$ cat src/rtl/ptcalc_mul_pkg.sv
// ptcalc_mul_pkg: shared constants and helpers for the pT multiplier.
// Product width, rounding constant and parameter range check.
package ptcalc_mul_pkg;

    localparam int OVF_CNT_W = 16;

    function automatic int prod_width(input int w0, input int w1);
        return w0 + w1;
    endfunction

    // Half-LSB of the shifted result; zero when nothing is shifted out.
    function automatic logic [63:0] round_const(input int shift);
        logic [63:0] one;
        one = 64'd1;
        return (shift > 0) ? (one << (shift - 1)) : 64'd0;
    endfunction

    function automatic bit params_ok(
        input int w0,
        input int w1,
        input int wo,
        input int sh,
        input int ns
    );
        return (w0 >= 2) && (w0 <= 27) &&
               (w1 >= 2) && (w1 <= 27) &&
               (wo >= 2) && (wo <= w0 + w1) &&
               (sh >= 0) && (sh < w0 + w1) &&
               (ns >= 1);
    endfunction

endpackage

$ cat src/rtl/ptcalc_mul_round_sat.sv
// ptcalc_mul_round_sat: round-half-up shift and narrowing of a product.
// Ports: prod (PW-bit signed) in; dout (DOUT_WIDTH), ovf out.
// PTCALC_MUL_SAT_EN selects clamping instead of wrap on overflow.
module ptcalc_mul_round_sat
    import ptcalc_mul_pkg::*;
#(
    parameter int PW         = 30,
    parameter int DOUT_WIDTH = 30,
    parameter int SHIFT      = 0
) (
    input  logic [PW-1:0]         prod,
    output logic [DOUT_WIDTH-1:0] dout,
    output logic                  ovf
);

    localparam logic [63:0] RND = round_const(SHIFT);

    logic signed [PW:0]       sum;
    logic signed [PW:0]       res;
    logic [PW-DOUT_WIDTH+1:0] hi;

    // One guard bit keeps the rounding add from overflowing.
    assign sum = $signed({prod[PW-1], prod}) + $signed(RND[PW:0]);
    assign res = sum >>> SHIFT;

    // Fits when every bit from the target sign bit up is identical.
    assign hi  = res[PW:DOUT_WIDTH-1];
    assign ovf = !((&hi) || !(|hi));

`ifdef PTCALC_MUL_SAT_EN
    always_comb begin
        dout = res[DOUT_WIDTH-1:0];
        if (ovf) begin
            dout = res[PW] ? {1'b1, {(DOUT_WIDTH-1){1'b0}}}
                           : {1'b0, {(DOUT_WIDTH-1){1'b1}}};
        end
    end
`else
    assign dout = res[DOUT_WIDTH-1:0];
`endif

endmodule

$ cat src/rtl/ptcalc_mul_pipe.sv
// ptcalc_mul_pipe: pipelined signed multiplier, valid/ready, tag sideband.
// In: din0/din1/din_tag/in_valid, out_ready. Out: dout/dout_tag/dout_ovf,
// out_valid, in_ready, ovf_count. Optional macro: PTCALC_MUL_SAT_EN.
module ptcalc_mul_pipe
    import ptcalc_mul_pkg::*;
#(
    parameter int DIN0_WIDTH = 15,
    parameter int DIN1_WIDTH = 15,
    parameter int DOUT_WIDTH = 30,
    parameter int SHIFT      = 0,
    parameter int NUM_STAGE  = 3,
    parameter int TAG_WIDTH  = 8
) (
    input  logic                  ap_clk,
    input  logic                  ap_rst_n,
    input  logic                  in_valid,
    output logic                  in_ready,
    input  logic [DIN0_WIDTH-1:0] din0,
    input  logic [DIN1_WIDTH-1:0] din1,
    input  logic [TAG_WIDTH-1:0]  din_tag,
    output logic                  out_valid,
    input  logic                  out_ready,
    output logic [DOUT_WIDTH-1:0] dout,
    output logic [TAG_WIDTH-1:0]  dout_tag,
    output logic                  dout_ovf,
    output logic [OVF_CNT_W-1:0]  ovf_count
);

    localparam int PW = prod_width(DIN0_WIDTH, DIN1_WIDTH);

    generate
        if (!params_ok(DIN0_WIDTH, DIN1_WIDTH, DOUT_WIDTH,
                       SHIFT, NUM_STAGE)) begin : g_bad_params
            $error("ptcalc_mul_pipe: parameter out of range");
        end
    endgenerate

    logic                 adv;
    logic [NUM_STAGE-1:0] vld;
    logic [TAG_WIDTH-1:0] tagq [NUM_STAGE];
    logic [PW-1:0]        a_ext;
    logic [PW-1:0]        b_ext;
    logic [PW-1:0]        prod_c;
    logic [PW-1:0]        rs_in;
    logic [DOUT_WIDTH-1:0] rs_dout;
    logic                 rs_ovf;
    logic [DOUT_WIDTH-1:0] dout_q;
    logic                 ovf_q;
    logic [OVF_CNT_W-1:0] cnt_q;

    // Whole pipe moves together; bubbles are kept, not squeezed out.
    assign adv      = !out_valid || out_ready;
    assign in_ready = adv;

    assign a_ext  = {{(PW-DIN0_WIDTH){din0[DIN0_WIDTH-1]}}, din0};
    assign b_ext  = {{(PW-DIN1_WIDTH){din1[DIN1_WIDTH-1]}}, din1};
    // Low PW bits of a PW x PW product match the signed result.
    assign prod_c = a_ext * b_ext;

    generate
        if (NUM_STAGE == 1) begin : g_comb
            assign rs_in = prod_c;
        end else begin : g_mul
            logic [PW-1:0] pq [NUM_STAGE-1];
            always_ff @(posedge ap_clk or negedge ap_rst_n) begin
                if (!ap_rst_n) begin
                    pq <= '{default: '0};
                end else if (adv) begin
                    pq[0] <= prod_c;
                    for (int i = 1; i < NUM_STAGE - 1; i++) begin
                        pq[i] <= pq[i-1];
                    end
                end
            end
            assign rs_in = pq[NUM_STAGE-2];
        end
    endgenerate

    ptcalc_mul_round_sat #(
        .PW        (PW),
        .DOUT_WIDTH(DOUT_WIDTH),
        .SHIFT     (SHIFT)
    ) u_round_sat (
        .prod(rs_in),
        .dout(rs_dout),
        .ovf (rs_ovf)
    );

    always_ff @(posedge ap_clk or negedge ap_rst_n) begin
        if (!ap_rst_n) begin
            vld    <= '0;
            tagq   <= '{default: '0};
            dout_q <= '0;
            ovf_q  <= 1'b0;
        end else if (adv) begin
            vld[0]  <= in_valid;
            tagq[0] <= din_tag;
            for (int i = 1; i < NUM_STAGE; i++) begin
                vld[i]  <= vld[i-1];
                tagq[i] <= tagq[i-1];
            end
            dout_q <= rs_dout;
            ovf_q  <= rs_ovf;
        end
    end

    always_ff @(posedge ap_clk or negedge ap_rst_n) begin
        if (!ap_rst_n) begin
            cnt_q <= '0;
        end else if (out_valid && out_ready && ovf_q && (cnt_q != '1)) begin
            cnt_q <= cnt_q + 1'b1;
        end
    end

    assign out_valid = vld[NUM_STAGE-1];
    assign dout_tag  = tagq[NUM_STAGE-1];
    assign dout      = dout_q;
    assign dout_ovf  = ovf_q;
    assign ovf_count = cnt_q;

endmodule

$ cat config.mk
export PLATFORM = sky130hd
export DESIGN_NAME = ptcalc_mul_pipe
export DESIGN_NICKNAME = d
export VERILOG_FILES = /design/src/rtl/ptcalc_mul_pkg.sv /design/src/rtl/ptcalc_mul_round_sat.sv /design/src/rtl/ptcalc_mul_pipe.sv
export SDC_FILE = /design/constraint.sdc
export NUM_CORES = 1
export LEC_CHECK = 0
export BUFFER_PORTS_ARGS = -buffer_cell sky130_fd_sc_hd__buf_4
export CORE_ASPECT_RATIO = 1.75
export CORE_MARGIN = 10
export CORE_UTILIZATION = 50
export DETAILED_ROUTE_END_ITERATION = 12
export PLACE_DENSITY = 0.76
export SYNTH_ARGS = -nofsm -noshare
export SYNTH_HDL_FRONTEND = slang
export SYNTH_SLANG_ARGS = --single-unit
$ cat constraint.sdc
create_clock -name ap_clk -period 1.4 [get_ports ap_clk]
set_input_delay 0.21 -clock ap_clk [delete_from_list [all_inputs] [get_ports ap_clk]]
set_output_delay 0.21 -clock ap_clk [all_outputs]
set_load 0.02 [all_outputs]
After elaboration in Yosys (flattened, before gate mapping) --
Cells that the tools add are included.
Storage, ports and cells: bits in registers 117, logic and storage cells 10, bits of input ports 42, output and inout bits 57
Cells by class: multiply operators 1, reductions and logical operators 2
Operators with widths (count):
- multiplier 15 x 15 -> 30 bit | 1
- zero test 1 bit | 1
- logical OR 1 bit | 1

Logic depth before layout (Yosys ltp) --
Gate-level depths: netlist of the first run.
depth after elaboration 2, depth in mapped cells 23

Cells and area by module --
Synthesis of the first run repeated with hierarchy kept, for this count alone.
Unflattened totals: cells, all modules 1560, area total of the unflattened synthesis 14146.1 um2
By module, submodules not included:
- ptcalc_mul_pipe | instances 1, seq. area each 3353.2 um2, cells each 1528, area each 13909.6 um2
- ptcalc_mul_round_sat | instances 1, seq. area each 0.0 um2, cells each 32, area each 236.5 um2

Worst setup path before layout of the first run --
Ideal clock, no wire load.
path type input to register, from input din0[14], to register g_mul.pq[57] in the netlist's numbering, stages 20, data arrival time 5460 ps, path slack -4208 ps, path buffers 1, data required time 1252 ps, library setup time 148 ps, cell sequence clkbuf_1 -> nand2_1 -> inv_1 -> fa_1 -> inv_1 -> fa_1 -> fa_1 -> fa_1 -> fa_1 -> fa_1 -> inv_1 -> ha_1 -> and3_1 -> a22o_2 -> a211oi_2 -> o211ai_2 -> a31o_1 -> a21oi_1 -> xor2_1 -> a21oi_1
On the way: word-level cells in the longest chain between the ends 1
Ends and longest elaborated chain:
- from (decl) | RTL line ptcalc_mul_pipe.sv:18 | input logic [DIN0_WIDTH-1:0] din0,
- multiplier 15 x 15 -> 30 bit | RTL line ptcalc_mul_pipe.sv:58 | assign prod_c = a_ext * b_ext;
- to (signal, indexed assignment) | RTL line ptcalc_mul_pipe.sv:71 | pq[i] <= pq[i-1];
- to (decl) | RTL line ptcalc_mul_pipe.sv:64 | logic [PW-1:0] pq [NUM_STAGE-1];
No other way between the ends. A chain may end at the register's enable or synchronous reset.

Worst setup path after layout of the first run --
from input din0[14], to register g_mul.pq[59] in the netlist's numbering
Same word-level chain as after synthesis.

==> metrics.log, run 1 <==
[metrics] result of the run: complete, but fails checks
[metrics] failing checks: negative setup slack
[metrics] Routed Antenna Nets: 0
[metrics] endpoint kind of the worst setup timing path: flop
[metrics] initial antenna violation count: 0
[metrics] cell-by-cell trace of the critical path: buf_6 > and2_4 > fa_2 > buf_4 > fa_2 > fa_1 > fa_2 > fa_1 > inv_1 > fa_1 > inv_1 > ha_4 > and3_4 > and3_4 > buf_4 > o21bai_4 > o211ai_2 > nand2_1 > o2111ai_2 > mux2i_1 > nor2_1
[metrics] post-synthesis sequential area ratio: 22.2%
[metrics] Worst Path Max Fanout: 6
[metrics] Fmax achieved: 0.199 GHz
[metrics] share of the clock period used by the worst path after layout: 359%
[metrics] count of flip-flops with a built-in enable after synthesis: 0
[metrics] clock transition time at the flip-flop clock pins of the worst setup and hold paths: 0.05 ns
[metrics] Core Box Area: 26000 um2
[metrics] number of buffer and inverter instances along the worst setup path: 5
[metrics] Synthesis Warnings: 0
[metrics] Port-buffer cells: 81
[metrics] Netlist cell types: 47
[metrics] met2 usage: 35.1%
[metrics] worst endpoint data arrival time: 5.37 ns
[metrics] buffer depth of the longest clock path: 3
[metrics] cell type with the highest aggregate area in the netlist: fa_1
[metrics] via count of the first global-routing pass: 11300
[metrics] iteration-0 DRC count of the detailed router: 415
[metrics] met3 track demand over resource in global routing: 2.52%
[metrics] layout-stage area growth over the synthesis result: 30.3%
[metrics] Max Transition Viols Final: 0
[metrics] remaining global-route overflow: 0
[metrics] maximum number of pins on one net before global-route repair: 94
[metrics] type of the most critical hold path: in -> reg
[metrics] Clock Root Buffer: clkbuf_16
[metrics] setup repair after global routing missed its margin: yes
[metrics] destination of the critical timing path: g_mul.pq[59]
[metrics] min Tclk post-route: 5.03 ns
[metrics] met1 Usage GRT: 19.7%
[metrics] TritonCTS Buffers: 25
[metrics] Total Wirelength: 31.3 mm
[metrics] number of inserted diodes: 0
[metrics] number of inserted filler cells in the final layout: 1950
[metrics] area taken by multi-input logic gates: 9790 um2
[metrics] gate count of the mapped netlist: 1471
[metrics] layout cell share with drive strength beyond 1: 25.7%
[metrics] CP startpoint: din0[14]
[metrics] worst-case headroom to the max-slew limit: 66.5%
[metrics] r2r startpoint: vld[2]
[metrics] most used flip-flop cell after synthesis: dfrtp_1
[metrics] effective utilization at floorplan: 50.9%
[metrics] Die Span X: 143 um
[metrics] number of clock sinks seen by CTS: 117
[metrics] overall via count from detail_route: 10100
[metrics] hpwl dp: 24.8 mm
[metrics] # DRC: 0
[metrics] final hold violations: 0
[metrics] Setup violations, final: 29
[metrics] Detailed Routing Iterations Pass 1: 4
[metrics] Crit Reg-Reg Endpoint: g_mul.pq[58]
[metrics] count of nets after finishing: 2041
[metrics] Final Skew: 0.0161 ns
[metrics] per-cell routed wire length: 15.5 um
[metrics] wire length of the first global-routing pass: 52.3 mm
[metrics] area of the mapped netlist: 13200 um2
[metrics] number of cell rows: 78
[metrics] number of H-tree branching levels: 4
[metrics] slew at the pin closest to its max-slew limit: 0.502 ns
[metrics] peak-usage layer in the global routing report: met2
[metrics] post-route setup slack: -3.63 ns
[metrics] clock latency of the later-clocked register in the worst-skew pair: 0.45 ns
[metrics] combined flip-flop and latch cell area: 2930 um2
[metrics] flip-flop and latch count after synthesis: 117
[metrics] average via count per standard cell: 5.02
[metrics] proportion of register bits with asynchronous set or reset after synthesis: 100%
[metrics] number of top-level pins: 99
[metrics] TritonCTS clock tree: yes
[metrics] count of maximum capacitance violations: 0
[metrics] Crit path largest cell delay: 0.61 ns
[metrics] kind of cell adding the most delay to the critical path: adder cells
[metrics] startpoint of the worst hold path: out_ready
[metrics] portion of synthesized cell area occupied by the leading cell type: 33.7%
[metrics] Die H: 235 um
[metrics] Reg2Reg Depth: 7
[metrics] minimum setup slack among reg-to-reg paths: -0.05 ns
[metrics] overall routing resource usage: 18.7%
[metrics] last weighted congestion value of the routability-driven placer: 0.947
[metrics] type of the setup path with the least slack: in -> reg
[metrics] die area: 33600 um2
[metrics] crit path max-delay cell type: fa_2
[metrics] utilization of the core after routing: 66.3%
[metrics] cell count along the critical path: 21
[metrics] ranking of synthesized cells by area: fa_1 (34%), dfrtp_1 (22%), nand2_1 (11%), inv_1 (8.0%), ha_1 (7.8%)
[metrics] synthesized area per cell: 8.98 um2
[metrics] startpoint kind of the worst setup timing path: input pin
[metrics] required time reported for the critical path endpoint: 1.74 ns
cell type report:
| class | count | area share [%] |
|---|---|---|
| clock buffers | 30 | 3.86 |
| clock inverters | 2 | 0.0582 |
| inverters | 282 | 6.19 |
| multi-input cells | 1008 | 56.9 |
| flip-flops and latches | 117 | 17.0 |
| well taps | 320 | 2.33 |
| repair buffers | 261 | 13.7 |
metal layers:
layer	wire length [um]	share of wire [%]
met3	1330	4.3
met1	11400	36
met4	1450	4.6
met2	17100	55
met5	0	0
worst min-delay path by stage:
| stage | end | cells after the start |
|---|---|---|
| global placement | dout[6] | 2 |
| global route | vld[2] | 5 |
| CTS | dout[10] | 5 |
| floorplan | dout[0] | 0 |
| detailed placement | dout[6] | 2 |
| finish | vld[2] | 5 |
cell families after synthesis:
| group | share of synthesized area (%) |
|---|---|
| simple gates | 18.9 |
| buf+inv | 11.0 |
| fa+ha+maj | 41.4 |
| flops | 22.2 |
| compound gates | 4.38 |
| xor+xnor | 1.99 |
| other cells | 0.0284 |
| mux | 0.0758 |
registers in the layout, indices dropped and copies added, names as in the netlist:
name	count
g_mul.pq	30
dout	30
vld	3
tagq	16
dout_tag	8
rs_in	30
through the flow:
step	cell area, um2	worst slack (ns)	std cells	hold WS (ns)	TNS, ns
floorplan	13900	-3.84	1487	-0.0856	-82.10
global placement	15500	-4.11	1953	0.239	-93.29
detailed placement	15500	-4.19	1953	0.245	-95.96
CTS	16800	-3.61	2008	0.243	-79.80
global route	17200	-3.81	2020	0.260	-84.25
finish	17200	-3.63	2020	0.240	-79.97
worst reg2reg max path: stages, from the launching register on:
cell and delay, ns:
dfrtp_1 0.38, nor2b_4 0.15, buf_4 0.14, buf_12 0.13, buf_16 0.14, a21oi_1 0.15, o21a_1 0.14, o311ai_1 0.09
repair_timing:
item | 4_1_cts | 5_1_grt
resized for setup | 115 | 54
buffers inserted | 14 | 13
setup endpoints to repair | 69 | 85
hold buffers | 10 | 0
endpoints found under the hold margin | 126 | 0
cloned | 0 | 2
pin swaps | 77 | 63
layout by cell type (no fill, tap or decap), types with 4 or more instances in the layout:
cell,n
o21ai_0,4
nand2b_1,7
dfrtp_1,117
and2_1,78
nand2_2,7
conb_1,17
a21oi_1,13
xor2_1,11
and2_4,25
a21o_1,9
a21oi_2,11
ha_1,49
xnor2_1,13
a21oi_4,4
inv_1,262
o21ai_1,12
o21a_1,4
buf_6,46
buf_12,9
nor2_1,23
buf_4,191
fa_1,213
fa_2,9
nand3_1,6
xnor2_2,5
ha_4,33
clkbuf_16,27
dlygate4sd3_1,10
nand2_1,395
inv_2,18
o21ai_2,6
cell usage after synthesis (all sizes together), types with 2 or more instances:
library cell / n
a31oi: 2
a211oi: 6
buf: 25
and2: 103
fa: 222
nor4: 4
ha: 82
o21bai: 3
inv: 280
o211ai: 2
or3: 3
a21o: 9
dfrtp: 117
xnor2: 18
nor2: 27
nand3: 8
o21a: 4
nand2b: 8
nor3: 2
clkbuf: 55
o31ai: 3
a21oi: 28
o21ai: 25
nor2b: 3
and3: 3
clkinv: 2
nand2: 404
xor2: 12
Power of run 1 is left out: the tool's default activity adds up to more than one toggle a clock period on the data nets, which glitch-free logic cannot reach.
==> run 2, diff against run 1 <==
Settings changed: CORE_UTILIZATION 50 to 57, CTS_BUF_LIST set to sky130_fd_sc_hd__clkbuf_16, PLACE_DENSITY 0.76 to 0.84.
==> run 2 against run 1 <==
Net effect: worst setup slack got worse by 0.095 ns; the run still ends with negative setup slack left; worst hold slack got worse by 0.097 ns; sequential cell count unchanged; clock skew down 0.0077 ns.
==> metrics.log, run 2 (synthesis gave the netlist of run 1 again) <==
[metrics] result of the run: complete, but fails checks
[metrics] failing checks: negative setup slack
[metrics] TritonCTS Buffers: 25
[metrics] effective utilization at floorplan: 58.1%
[metrics] count of nets after finishing: 2037
[metrics] Final Hold Slack: 0.144 ns
[metrics] post-layout instance area: 17100 um2
[metrics] share of the clock period used by the worst path after layout: 366%
[metrics] Setup violations, final: 28
[metrics] buffer depth of the longest clock path: 3
[metrics] average via count per standard cell: 5.31
[metrics] overall via count from detail_route: 10600
[metrics] die area: 29900 um2
[metrics] clock transition time at the flip-flop clock pins of the worst setup and hold paths: 0.05 ns
[metrics] type of the most critical hold path: in -> async
[metrics] endpoint kind of the worst setup timing path: flop
[metrics] Fmax achieved: 0.195 GHz
[metrics] overall routing resource usage: 22.1%
[metrics] commonest non-fill, non-tap cells in the layout: nand2_1 (392), inv_1 (263), fa_1 (216), buf_4 (192), dfrtp_1 (117)
[metrics] required time reported for the critical path endpoint: 1.73 ns
[metrics] number of cell rows: 73
[metrics] number of clock sinks seen by CTS: 117
[metrics] initial antenna violation count: 0
[metrics] utilization of the core after routing: 75.0%
[metrics] hpwl dp: 25.1 mm
[metrics] final hold violations: 0
[metrics] Clock Root Buffer: clkbuf_16
[metrics] Final Skew: 0.00842 ns
[metrics] Total Wirelength: 34.5 mm
[metrics] per-cell routed wire length: 17.3 um
[metrics] layout cell share with drive strength beyond 1: 25.4%
[metrics] count of maximum capacitance violations: 0
[metrics] via count of the first global-routing pass: 11900
[metrics] Routed Antenna Nets: 0
[metrics] # DRC: 0
[metrics] type of the setup path with the least slack: in -> reg
[metrics] startpoint kind of the worst setup timing path: input pin
[metrics] Port-buffer cells: 81
[metrics] post-route setup slack: -3.72 ns
[metrics] last weighted congestion value of the routability-driven placer: 0.962
[metrics] clock latency of the later-clocked register in the worst-skew pair: 0.45 ns
[metrics] Max Transition Viols Final: 0
[metrics] setup repair after global routing missed its margin: yes
[metrics] Detailed Routing Iterations Pass 1: 7
[metrics] Crit Reg-Reg Endpoint: g_mul.pq[58]
[metrics] most frequent standard cell in the layout excluding fill and tap cells: nand2_1
[metrics] number of top-level pins: 99
[metrics] wire length of the first global-routing pass: 54.8 mm
[metrics] remaining global-route overflow: 0
[metrics] placement-stage worst setup slack: -4.23 ns
[metrics] Reg2Reg Depth: 6
[metrics] r2r startpoint: vld[2]
[metrics] Worst Path Max Fanout: 5
[metrics] Die Span X: 135 um
[metrics] iteration-0 DRC count of the detailed router: 556
[metrics] layout-stage area growth over the synthesis result: 29.2%
[metrics] Die H: 221 um
[metrics] maximum number of pins on one net before global-route repair: 62
[metrics] worst endpoint data arrival time: 5.45 ns
[metrics] number of inserted diodes: 0
[metrics] placed cell areas: 15500 um2
[metrics] destination of the critical timing path: g_mul.pq[56]
[metrics] minimum setup slack among reg-to-reg paths: 0.08 ns
[metrics] min Tclk post-route: 5.12 ns
[metrics] CP startpoint: din1[2]
[metrics] Core Box Area: 22700 um2
[metrics] number of H-tree branching levels: 4
[metrics] TritonCTS clock tree: yes
run 2: changes by cell type in the layout (fill, tap and decap cells not counted), sizes merged:
cell / before / now
clkinv: 4 / 7
clkbuf: 32 / 25
inv: 280 / 282
buf: 249 / 247
run 2: critical path: stages:
cell and delay (ns):
buf_12 0.11, and2_4 0.15, fa_2 0.64, inv_2 0.06, fa_1 0.60, fa_1 0.48, fa_1 0.59, fa_1 0.43
fa_1 0.51, inv_2 0.05, ha_4 0.26, and3_4 0.18, and3_4 0.25, nand4bb_4 0.15, a31oi_4 0.27, o221ai_4 0.15
a21oi_2 0.15, xnor2_1 0.12, a21oi_1 0.08
run 2: routing by layer:
layer  wire length, um  GRT usage, %
met1             11700          22.2
met2             18900          41.5
met3              1640          2.97
met4              2260          13.1
met5                 0             0
run 2: per-stage QoR:
stage,setup TNS (ns),std cells
2_1_floorplan,-82.10,1487
3_3_place_gp,-90.96,1930
3_5_place_dp,-94.01,1930
4_1_cts,-79.04,1984
5_1_grt,-86.33,1996
6_report,-82.88,1996
run 2: how the worst min path moves through the flow:
stage	end	slack, ns	depth (start not counted)	startpoint
after global routing	rs_in[2]	0.17	2	ap_rst_n
after CTS	dout[1]	0.14	2	ap_rst_n
after detailed placement	dout[1]	0.06	1	ap_rst_n
after floorplan	dout[0]	-0.09	0	ap_rst_n
final	dout[1]	0.14	2	ap_rst_n
after global placement	dout[3]	0.05	1	ap_rst_n
run 2: timing repair:
action                     CTS  global route
gates resized for setup    112            51
hold endpoints to repair   126             0
cloned                       1             0
pin swaps                   69            65
hold buffers                10             0
buffers inserted            17            16
setup endpoints to repair   28            28
run 2: layout make-up:
class	count	area, um2
Multi-Input combinational cell	1008	9750
Fill cell	1372	5690
Sequential cell	117	2930
Timing Repair Buffer	257	2280
Inverter	282	1060
Clock buffer	25	626
Tap cell	300	375
Clock inverter	7	30.0
Power of run 2 is left out for the same reason.
